### config.mk
export PLATFORM = sky130hd
export DESIGN_NAME = fetch_pc_gen
export DESIGN_NICKNAME = d
export VERILOG_FILES = /design/src/rtl/fetch_pkg.sv /design/src/rtl/fetch_req_fifo.sv /design/src/rtl/fetch_pc_gen.sv
export SDC_FILE = /design/constraint.sdc
export NUM_CORES = 1
export LEC_CHECK = 0
export CAP_MARGIN = 20
export CORE_MARGIN = 4
export CORE_UTILIZATION = 30
export CTS_CLUSTER_DIAMETER = 150
export DETAILED_ROUTE_END_ITERATION = 10
export DONT_BUFFER_PORTS = 1
export PLACE_DENSITY = 0.47
export SETUP_SLACK_MARGIN = 0.1
export SLEW_MARGIN = 0
export SYNTH_ARGS = -nofsm -noshare
export SYNTH_HDL_FRONTEND = slang
export SYNTH_HIERARCHICAL = 1
export SYNTH_SLANG_ARGS = --single-unit
export TNS_END_PERCENT = 20
### constraint.sdc
create_clock -name clk -period 2.6 [get_ports clk]
set_input_delay 0.52 -clock clk [delete_from_list [all_inputs] [get_ports clk]]
set_output_delay 0.52 -clock clk [all_outputs]
set_load 0.03 [all_outputs]
### src/rtl/fetch_pkg.sv
// Shared types and constants for the pre-fetch PC generator and its request queue.
package fetch_pkg;

   localparam int MAX_FW = 4;

   localparam logic [4:0] NO_EX            = 5'h00;
   localparam logic [4:0] EXC_ITLB_REFILL  = 5'h02;
   localparam logic [4:0] EXC_ITLB_INVALID = 5'h03;
   localparam logic [4:0] EXC_ADEL         = 5'h04;

   localparam logic [31:0] RESET_VEC   = 32'hBFC0_0000;
   localparam logic [31:0] REFILL_VEC  = 32'hBFC0_0200;
   localparam logic [31:0] GENERAL_VEC = 32'hBFC0_0380;

   typedef struct packed {
      logic [31:0]       pc;
      logic [MAX_FW-1:0] mask;
      logic              ex;
      logic [4:0]        exctype;
      logic [1:0]        epoch;
   } fetch_entry_t;

   function automatic logic [31:0] sat_inc(input logic [31:0] v);
      return (v == 32'hFFFF_FFFF) ? v : v + 32'd1;
   endfunction

endpackage

### src/rtl/fetch_req_fifo.sv
// Shift-register request queue toward the ICache; entry 0 is always the registered head.
module fetch_req_fifo
   import fetch_pkg::*;
#(
   parameter int DEPTH = 4
) (
   input  logic         clk,
   input  logic         reset,
   input  logic         flush_i,
   input  logic         push_i,
   input  logic         pop_i,
   input  fetch_entry_t data_i,
   output fetch_entry_t head_o,
   output logic         empty_o,
   output logic         full_o
);
   localparam int            CW       = $clog2(DEPTH + 1);
   localparam logic [CW-1:0] FULL_CNT = CW'(DEPTH);
   localparam logic [CW-1:0] ONE_CNT  = CW'(1);

   fetch_entry_t  ent_q [DEPTH];
   fetch_entry_t  ent_d [DEPTH];
   logic [CW-1:0] cnt_q, cnt_d, wr_idx_s;
   logic          do_pop_s, do_push_s;

   assign empty_o   = (cnt_q == {CW{1'b0}});
   assign full_o    = (cnt_q == FULL_CNT);
   assign head_o    = ent_q[0];
   assign do_pop_s  = pop_i & ~empty_o;
   assign do_push_s = push_i & (~full_o | do_pop_s);

   // Vacated slots shift in zeros so an empty queue presents an all-zero head.
   always_comb begin
      ent_d    = ent_q;
      cnt_d    = cnt_q;
      wr_idx_s = cnt_q;
      if (flush_i) begin
         cnt_d = {CW{1'b0}};
         for (int i = 0; i < DEPTH; i++) ent_d[i] = '0;
      end else begin
         if (do_pop_s) begin
            for (int i = 0; i < DEPTH - 1; i++) ent_d[i] = ent_q[i + 1];
            ent_d[DEPTH - 1] = '0;
            wr_idx_s         = cnt_q - ONE_CNT;
         end else begin
            wr_idx_s = cnt_q;
         end
         if (do_push_s) begin
            for (int i = 0; i < DEPTH; i++) ent_d[i] = (wr_idx_s == CW'(i)) ? data_i : ent_d[i];
            cnt_d = do_pop_s ? cnt_q : cnt_q + ONE_CNT;
         end else begin
            cnt_d = do_pop_s ? cnt_q - ONE_CNT : cnt_q;
         end
      end
   end

   always_ff @(posedge clk) begin
      if (reset) begin
         cnt_q <= {CW{1'b0}};
         for (int i = 0; i < DEPTH; i++) ent_q[i] <= '0;
      end else begin
         cnt_q <= cnt_d;
         ent_q <= ent_d;
      end
   end

endmodule

### src/rtl/fetch_pc_gen.sv
// Pre-fetch PC generator: builds fetch groups, applies redirect priority and
// delay-slot-aware prediction, and tags every group with the current epoch.
module fetch_pc_gen
   import fetch_pkg::*;
#(
   parameter int          FETCH_WIDTH = 2,
   parameter int          QDEPTH      = 4,
   parameter logic [31:0] RESET_PC    = RESET_VEC,
   parameter logic [31:0] REFILL_PC   = REFILL_VEC,
   parameter logic [31:0] GENERAL_PC  = GENERAL_VEC
) (
   input  logic                   clk,
   input  logic                   reset,
   input  logic                   eret_valid_i,
   input  logic [31:0]            eret_pc_i,
   input  logic                   flush_i,
   input  logic                   flush_refill_i,
   input  logic                   br_redirect_i,
   input  logic [31:0]            br_target_i,
   input  logic                   bpu_valid_i,
   input  logic [((FETCH_WIDTH > 1) ? $clog2(FETCH_WIDTH) : 1)-1:0] bpu_slot_i,
   input  logic [31:0]            bpu_target_i,
   input  logic                   itlb_refill_i,
   input  logic                   itlb_invalid_i,
   output logic                   req_valid_o,
   input  logic                   req_ready_i,
   output logic [31:0]            req_pc_o,
   output logic [FETCH_WIDTH-1:0] req_mask_o,
   output logic                   req_ex_o,
   output logic [4:0]             req_exctype_o,
   output logic [1:0]             req_epoch_o,
   output logic [1:0]             cur_epoch_o,
   output logic [31:0]            redirect_cnt_o,
   output logic [31:0]            mispred_cnt_o
);
   localparam int                     SW          = (FETCH_WIDTH > 1) ? $clog2(FETCH_WIDTH) : 1;
   localparam logic [31:0]            GROUP_BYTES = 32'(4 * FETCH_WIDTH);
   localparam logic [FETCH_WIDTH-1:0] FULL_MASK   = {FETCH_WIDTH{1'b1}};
   localparam logic [FETCH_WIDTH-1:0] SLOT0_MASK  = FETCH_WIDTH'(1'b1);
   localparam logic [SW-1:0]          LAST_SLOT   = SW'(FETCH_WIDTH - 1);

   logic [31:0]            pc_q, pc_d, pend_pc_q, pend_pc_d;
   logic                   pend_valid_q, pend_valid_d, halted_q, halted_d;
   logic [1:0]             epoch_q, epoch_d;
   logic [31:0]            redirect_cnt_q, redirect_cnt_d, mispred_cnt_q, mispred_cnt_d;

   logic                   redirect_s, push_s, pop_s, full_s, empty_s, exc_s, unused_mask_s;
   logic [31:0]            redirect_pc_s, seq_pc_s;
   logic [1:0]             off_s;
   logic [2:0]             keep_s;
   logic [4:0]             exctype_s;
   logic [FETCH_WIDTH-1:0] mask_s;
   fetch_entry_t           entry_s, head_s;

   assign redirect_s    = eret_valid_i | flush_i | br_redirect_i;
   assign redirect_pc_s = eret_valid_i ? eret_pc_i :
                          flush_i      ? (flush_refill_i ? REFILL_PC : GENERAL_PC) : br_target_i;
   assign off_s         = 2'(pc_q[31:2] & 30'(FETCH_WIDTH - 1));
   assign seq_pc_s      = (pc_q & ~(GROUP_BYTES - 32'd1)) + GROUP_BYTES;
   assign keep_s        = 3'(bpu_slot_i) + 3'd2;
   assign pop_s         = ~empty_s & req_ready_i;
   assign push_s        = ~redirect_s & ~halted_q & (~full_s | pop_s);

   // Fetch exception of the current PC, highest priority first.
   always_comb begin
      exc_s     = 1'b1;
      exctype_s = NO_EX;
      if (pc_q[1:0] != 2'b00) begin
         exctype_s = EXC_ADEL;
      end else if (itlb_refill_i) begin
         exctype_s = EXC_ITLB_REFILL;
      end else if (itlb_invalid_i) begin
         exctype_s = EXC_ITLB_INVALID;
      end else begin
         exc_s = 1'b0;
      end
   end

   always_comb begin
      pc_d           = pc_q;
      pend_valid_d   = pend_valid_q;
      pend_pc_d      = pend_pc_q;
      halted_d       = halted_q;
      epoch_d        = epoch_q;
      redirect_cnt_d = redirect_cnt_q;
      mispred_cnt_d  = mispred_cnt_q;
      mask_s         = FULL_MASK << off_s;
      if (redirect_s) begin
         pc_d           = redirect_pc_s;
         pend_valid_d   = 1'b0;
         halted_d       = 1'b0;
         epoch_d        = epoch_q + 2'd1;
         redirect_cnt_d = sat_inc(redirect_cnt_q);
         mispred_cnt_d  = br_redirect_i ? sat_inc(mispred_cnt_q) : mispred_cnt_q;
      end else if (push_s) begin
         if (exc_s) begin
            mask_s   = SLOT0_MASK << off_s;
            halted_d = 1'b1;
         end else if (pend_valid_q) begin
            // Deferred delay slot: only slot 0 of this group, then the predicted target.
            mask_s       = SLOT0_MASK;
            pc_d         = pend_pc_q;
            pend_valid_d = 1'b0;
         end else if (bpu_valid_i) begin
            mask_s = mask_s & ~(FULL_MASK << keep_s);
            if (bpu_slot_i == LAST_SLOT) begin
               pend_valid_d = 1'b1;
               pend_pc_d    = bpu_target_i;
               pc_d         = seq_pc_s;
            end else begin
               pc_d = bpu_target_i;
            end
         end else begin
            pc_d = seq_pc_s;
         end
      end else begin
         pc_d = pc_q;
      end
   end

   always_comb begin
      entry_s         = '0;
      entry_s.pc      = pc_q;
      entry_s.mask    = MAX_FW'(mask_s);
      entry_s.ex      = exc_s;
      entry_s.exctype = exctype_s;
      entry_s.epoch   = epoch_q;
   end

   always_ff @(posedge clk) begin
      if (reset) begin
         pc_q           <= RESET_PC;
         pend_valid_q   <= 1'b0;
         pend_pc_q      <= 32'd0;
         halted_q       <= 1'b0;
         epoch_q        <= 2'd0;
         redirect_cnt_q <= 32'd0;
         mispred_cnt_q  <= 32'd0;
      end else begin
         pc_q           <= pc_d;
         pend_valid_q   <= pend_valid_d;
         pend_pc_q      <= pend_pc_d;
         halted_q       <= halted_d;
         epoch_q        <= epoch_d;
         redirect_cnt_q <= redirect_cnt_d;
         mispred_cnt_q  <= mispred_cnt_d;
      end
   end

   fetch_req_fifo #(.DEPTH(QDEPTH)) u_fifo (
      .clk     (clk),
      .reset   (reset),
      .flush_i (redirect_s),
      .push_i  (push_s),
      .pop_i   (pop_s),
      .data_i  (entry_s),
      .head_o  (head_s),
      .empty_o (empty_s),
      .full_o  (full_s)
   );

   assign req_valid_o    = ~empty_s;
   assign req_pc_o       = head_s.pc;
   assign req_mask_o     = head_s.mask[FETCH_WIDTH-1:0];
   assign req_ex_o       = head_s.ex;
   assign req_exctype_o  = head_s.exctype;
   assign req_epoch_o    = head_s.epoch;
   assign cur_epoch_o    = epoch_q;
   assign redirect_cnt_o = redirect_cnt_q;
   assign mispred_cnt_o  = mispred_cnt_q;
   assign unused_mask_s  = ^head_s.mask;

endmodule

# After elaboration in Yosys (flattened, before gate mapping)

Index checks and enable logic that the tools add are counted.

Flip-flop bits (word level): 311
Bits of input ports: 107

Add/subtract/negate cells: 7
Eq/ne operators: 8
Shift-type cells: 3
Mux-type cells: 32
Bitwise operators: 19
Reductions and logical operators: 11

Operators by type and width:

| kind                                                            | number |
|---|---|
| 176-bit two-way mux                                             | 2 |
| 32-bit two-way mux                                              | 8 |
| 44-bit two-way mux                                              | 4 |
| 32-bit by 1-bit adder with 32-bit output, second input constant | 2 |
| 32-bit == test, second input constant                           | 2 |
| 32-bit by 4-bit adder with 32-bit output, second input constant | 1 |
| 2-bit two-way mux                                               | 6 |
| 3-bit two-way mux                                               | 4 |
| 9-bit two-way mux                                               | 1 |
| 1-bit NOT                                                       | 8 |
| 2-bit AND reduction                                             | 4 |
| 3-bit by 2-bit == test with 1-bit output, second input constant | 2 |
| 3-bit logical NOT                                               | 2 |
| 1-bit two-way mux                                               | 6 |
| 6-bit AND reduction                                             | 1 |
| 1-bit AND                                                       | 5 |
| 5-bit two-way mux                                               | 1 |
| 2-bit inequality test, second input constant                    | 2 |
| 1-bit OR                                                        | 4 |
| 2-bit nonzero test                                              | 2 |
| 1-bit by 2-bit adder with 3-bit output, second input constant   | 1 |
| 3-bit by 1-bit adder with 3-bit output, second input constant   | 1 |
| 3-bit by 1-bit == test with 1-bit output, second input constant | 1 |
| 3-bit == test, second input constant                            | 1 |
| other kinds (9)                                                 | 9 |

# Longest topological paths before layout

Word-level depth: 10
Gate-level depth with buffers: 15
Mapped depth without buffers: 11

# Modules after synthesis

Netlist, hierarchy kept.

Modules (own cells, without submodules):

| module         | times used | cells each | area an instance (um^2) |
|---|---|---|---|
| fetch_req_fifo | 1          | 881        | 8165.3 |
| fetch_pc_gen   | 1          | 978        | 7552.2 |

# Least setup slack after synthesis

Ideal clock, no wire load.

Path kind: register -> register
Start point: register u_fifo.cnt_q[0]
End point: register u_fifo/ent_q[101] (netlist name)
Library setup time: 0.132 ns
Arrival: 2.651 ns
Required time: 2.468 ns
Path slack: -0.183 ns
Cell stages (with the launch flop): 15
Buffers on the path: 4
Cell sequence: dfxtp_1 -> inv_1 -> ha_1 -> nand2b_1 -> buf_2 -> inv_1 -> nand2b_1 -> inv_1 -> buf_2 -> inv_1 -> nor2_2 -> buf_4 -> buf_2 -> mux2i_1 -> a21oi_1

Word-level cells in the longest chain between the ends: 9
Elaborated cells on any way between the ends: 17
Classes of those cells: add/sub (1); eq/ne (2); mux (5); bitwise (8); reduce/logical (1)

Ends and longest elaborated chain:

| item                                     | line                 | source |
|---|---|---|
| start: declaration                       | fetch_req_fifo.sv:23 | `logic [CW-1:0] cnt_q, cnt_d, wr_idx_s;` |
| start signal: assignment                 | fetch_req_fifo.sv:59 | `cnt_q <= {CW{1'b0}};` |
| start signal: assignment                 | fetch_req_fifo.sv:62 | `cnt_q <= cnt_d;` |
| 3-bit logical NOT (*)                    | fetch_req_fifo.sv:26 | `assign empty_o = (cnt_q == {CW{1'b0}});` |
| via empty_s                              | fetch_pc_gen.sv:47   | `logic redirect_s, push_s, pop_s, full_s, empty_s, exc_s, unused_mask_s;` |
| 1-bit NOT (*)                            | fetch_pc_gen.sv:61   | `assign pop_s = ~empty_s & req_ready_i;` |
| 1-bit AND (*)                            | fetch_pc_gen.sv:61   |  |
| via pop_s                                | fetch_pc_gen.sv:47   |  |
| 1-bit AND                                | fetch_req_fifo.sv:29 | `assign do_pop_s = pop_i & ~empty_o;` |
| 3-bit two-way mux                        | -                    |  |
| 3-bit two-way mux                        | fetch_req_fifo.sv:37 | `if (flush_i) begin` |
| 3-bit by 1-bit == test with 1-bit output | fetch_req_fifo.sv:49 | `for (int i = 0; i < DEPTH; i++) ent_d[i] = (wr_idx_s == CW'(i)) ? data_i : ent_d[i];` |
| 44-bit two-way mux                       | fetch_req_fifo.sv:49 |  |
| 176-bit two-way mux (*)                  | fetch_req_fifo.sv:48 | `if (do_push_s) begin` |
| end signal: assignment                   | fetch_req_fifo.sv:63 | `ent_q <= ent_d;` |
| end: declaration                         | fetch_req_fifo.sv:21 | `fetch_entry_t ent_q [DEPTH];` |

Mark *: on every way through the listed nets, which the timed path passes. The rest lies on a longest branch. The select of a mux whose other input is x is not followed.
A chain may end at the register's enable or synchronous reset.

# Worst setup path in the final report

Start point: register u_fifo.cnt_q[0]
End point: register u_fifo/ent_q[20] (netlist name)

Elaborated cells on any way between the ends: 17
Classes of those cells: add/sub (1); eq/ne (2); mux (5); bitwise (8); reduce/logical (1)

RTL lines:

| item                | line                 | source |
|---|---|---|
| 3-bit == test       | fetch_req_fifo.sv:27 | `assign full_o = (cnt_q == FULL_CNT);` |
| via full_s          | fetch_pc_gen.sv:47   |  |
| 1-bit NOT           | fetch_pc_gen.sv:62   | `assign push_s = ~redirect_s & ~halted_q & (~full_s \| pop_s);` |
| 1-bit OR            | fetch_pc_gen.sv:62   |  |
| 1-bit AND           | fetch_pc_gen.sv:62   |  |
| via push_s          | fetch_pc_gen.sv:47   |  |
| 1-bit AND           | fetch_req_fifo.sv:30 | `assign do_push_s = push_i & (~full_o \| do_pop_s);` |
| 176-bit two-way mux | fetch_req_fifo.sv:48 |  |

The timed path passes the listed nets, and every way through them passes these cells. The select of a mux whose other input is x is not followed.

==> impl_metrics.tcl <==
set metrics [dict create \
    wl_mm 52.52 \
    p_leak_uw 0.006613 \
    hpwl_mm 35.53 \
    final-hold-violation-count 0 \
    worst_slew_pin_slew_ns 0.6643 \
    fp.dieH_um 234.4 \
    final_net_count 1961 \
    clock-sinks 303 \
    grt_pass1_vias 12634 \
    whs_path_depth 1 \
    ir_drop_mv 0.5012 \
    grt_pass1_wl_mm 76.57 \
    critPathKind "reg -> reg" \
    grt_max_degree 137 \
    cts_buffer_depth 3 \
    clock_latency_ns 0.56 \
    synth_cells 1825 \
    hp-start "reset" \
    p_per_area_nw_per_um2 588.4 \
    antenna_left 0 \
    worst_setup_path_start_kind "register" \
    die_area_um2 54960 \
    nFillCells 5144 \
    firstDrtPassIters 5 \
    relSlewSlack_pct 55.65 \
    cap_violations 0 \
    setup_viol 0 \
    cp_max_fo 31 \
    yosysWarnings 6 \
    p_total_uw 10770 \
    reg2reg_to "u_fifo/ent_q[20]" \
    status "finished clean" \
    drive_above_1_share_pct 17.13 \
    reg2reg_depth 11 \
    io_pins 216 \
    globalplace.congestion 0.8103 \
    fmax_mhz 409.3 \
    hold_ws_ns 0.05811 \
    post-route-cell-area_um2 18310 \
    r2r_slack_ns 0.16 \
    drc 0 \
    tritoncts "built" \
    antenna_found_initial 2 \
    gr-total-overflow 0 \
    viasPerCell 5.402 \
    rsz0062_at_grt "true" \
    portBuffers 0 \
    min_period_over_period_pct 93.98 \
    area_growth_pct 19.04 \
    reg2reg_from "u_fifo/cnt_q[0]" \
    skew_ns 0.02060 \
    fp.coreArea_um2 50380 \
    wl_per_cell_um 20.62 \
    cts_root_buf "clkbuf_16" \
    utilization_pct 36.35 \
    chipWidth_um 234.4 \
    rows 82 \
    synth_area_um2 15380 \
    arrival_ns 2.91 \
    period_needed_ns 2.443 \
    hold_end "redirect_cnt_o[6]" \
    start_util_pct 30.53 \
    htreeDepth 2 \
    grt.total_usage_pct 17.68 \
    min_path_type "in -> reg" \
    critPathRequiredTime_ns 3.06 \
    syn_area_per_cell_um2 8.429 \
    drt_iter0_markers 889 \
    clkTransAtPathRegs_ns 0.06 \
    end_kind "register" \
    vias 13759 \
    numCtsBuffers 38 \
    finalMaxSlewViolations 0 \
    dpl_cell_area_um2 16610 \
]
-- worst max path at each step --
stage	start	endpoint	slack [ns]	depth (start not counted)
after floorplan	u_fifo/cnt_q[0]	u_fifo/ent_q[111]	0.07	14
after global placement	u_fifo/cnt_q[0]	u_fifo/ent_q[106]	0.03	13
after detailed placement	u_fifo/cnt_q[0]	u_fifo/ent_q[107]	-0.04	13
after CTS	u_fifo/cnt_q[0]	u_fifo/head_o[15]	0.07	13
after global routing	u_fifo/cnt_q[1]	u_fifo/ent_q[119]	0.04	15
final	u_fifo/cnt_q[0]	u_fifo/ent_q[20]	0.16	11
-- per-stage QoR --
stage	TNS, ns	cells	setup slack, ns
3_3_place_gp	0	2460	0.03008
3_5_place_dp	-0.4897	2460	-0.03886
4_1_cts	0	2528	0.07380
6_report	0	2547	0.1566
2_1_floorplan	0	1830	0.06515
5_1_grt	0	2546	0.03927
-- flip-flops by register name, indices dropped and copies added (netlist names) --
register	cells
mispred_cnt_o	32
pend_valid_q	1
pc_q	32
cur_epoch_o	2
u_fifo/ent_q	126
pend_pc_q	32
u_fifo/head_o	42
redirect_cnt_o	32
halted_q	1
u_fifo/cnt_q	3
-- layout make-up --
class / count / area [µm²] / share of cell area [%]
Multi-Input combinational cell: 1306 / 8419 / 45.98
Sequential cell: 303 / 6067 / 33.13
Timing Repair Buffer: 168 / 1587 / 8.664
Clock buffer: 54 / 1112 / 6.075
Tap cell: 672 / 840.8 / 4.592
Clock inverter: 12 / 161.4 / 0.8815
Inverter: 31 / 121.4 / 0.6628
Antenna cell: 1 / 2.502 / 0.01367
-- cells in the final DEF, fill, tap and decap left out, drive strengths merged, types with 11 or more instances in the layout --
| master | count |
|---|---|
| dfxtp | 303 |
| a21oi | 195 |
| o21ai | 186 |
| nand2 | 181 |
| buf | 158 |
| mux2i | 130 |
| nand3 | 126 |
| clkbuf | 62 |
| nor2 | 59 |
| mux2 | 46 |
| or3 | 36 |
| inv | 30 |
| o31ai | 28 |
| or4 | 27 |
| nand4 | 24 |
| a211oi | 22 |
| nor3 | 19 |
| xnor2 | 17 |
| and3 | 16 |
| o211ai | 15 |
| nor4 | 14 |
| and4 | 12 |
| a22oi | 11 |
| and2 | 11 |
-- layer usage --
| layer | up-vias | GRT usage (%) | wire length, µm |
|---|---|---|---|
| met5 | - | 0 | 20 |
| met4 | 2 | 4.559 | 1070 |
| met3 | 59 | 5.373 | 3841 |
| met2 | 351 | 27.83 | 23910 |
| met1 | 6635 | 23.70 | 23670 |
| li1 | 6712 | - | - |
-- critical path: stages, from the launching register on --
cell and delay (ns):
dfxtp_2 0.32, inv_1 0.07, ha_2 0.18, buf_4 0.16, and2_1 0.25, a21oi_1 0.11
and2_2 0.24, buf_4 0.18, and3_1 0.19, o21ai_4 0.09, buf_12 0.27, mux2i_1 0.24
-- power by group --
group	leakage [µW]	internal (µW)	switching, µW
Combinational	0.00353	223	365
Sequential	0.00245	4700	84.3
Clock	0.000630	3280	2120
Total	0.00661	8200	2570
-- timing repair --
| action | 4_1_cts | 5_1_grt |
|---|---|---|
| cloned | 0 | 8 |
| buffers inserted | 0 | 10 |
| hold buffers | 2 | 0 |
| hold endpoints to repair | 2 | 0 |
| setup endpoints to repair | 81 | 200 |
| resized for setup | 5 | 33 |
| pin swaps | 1 | 4 |
Power figures use the tool's default switching activity.
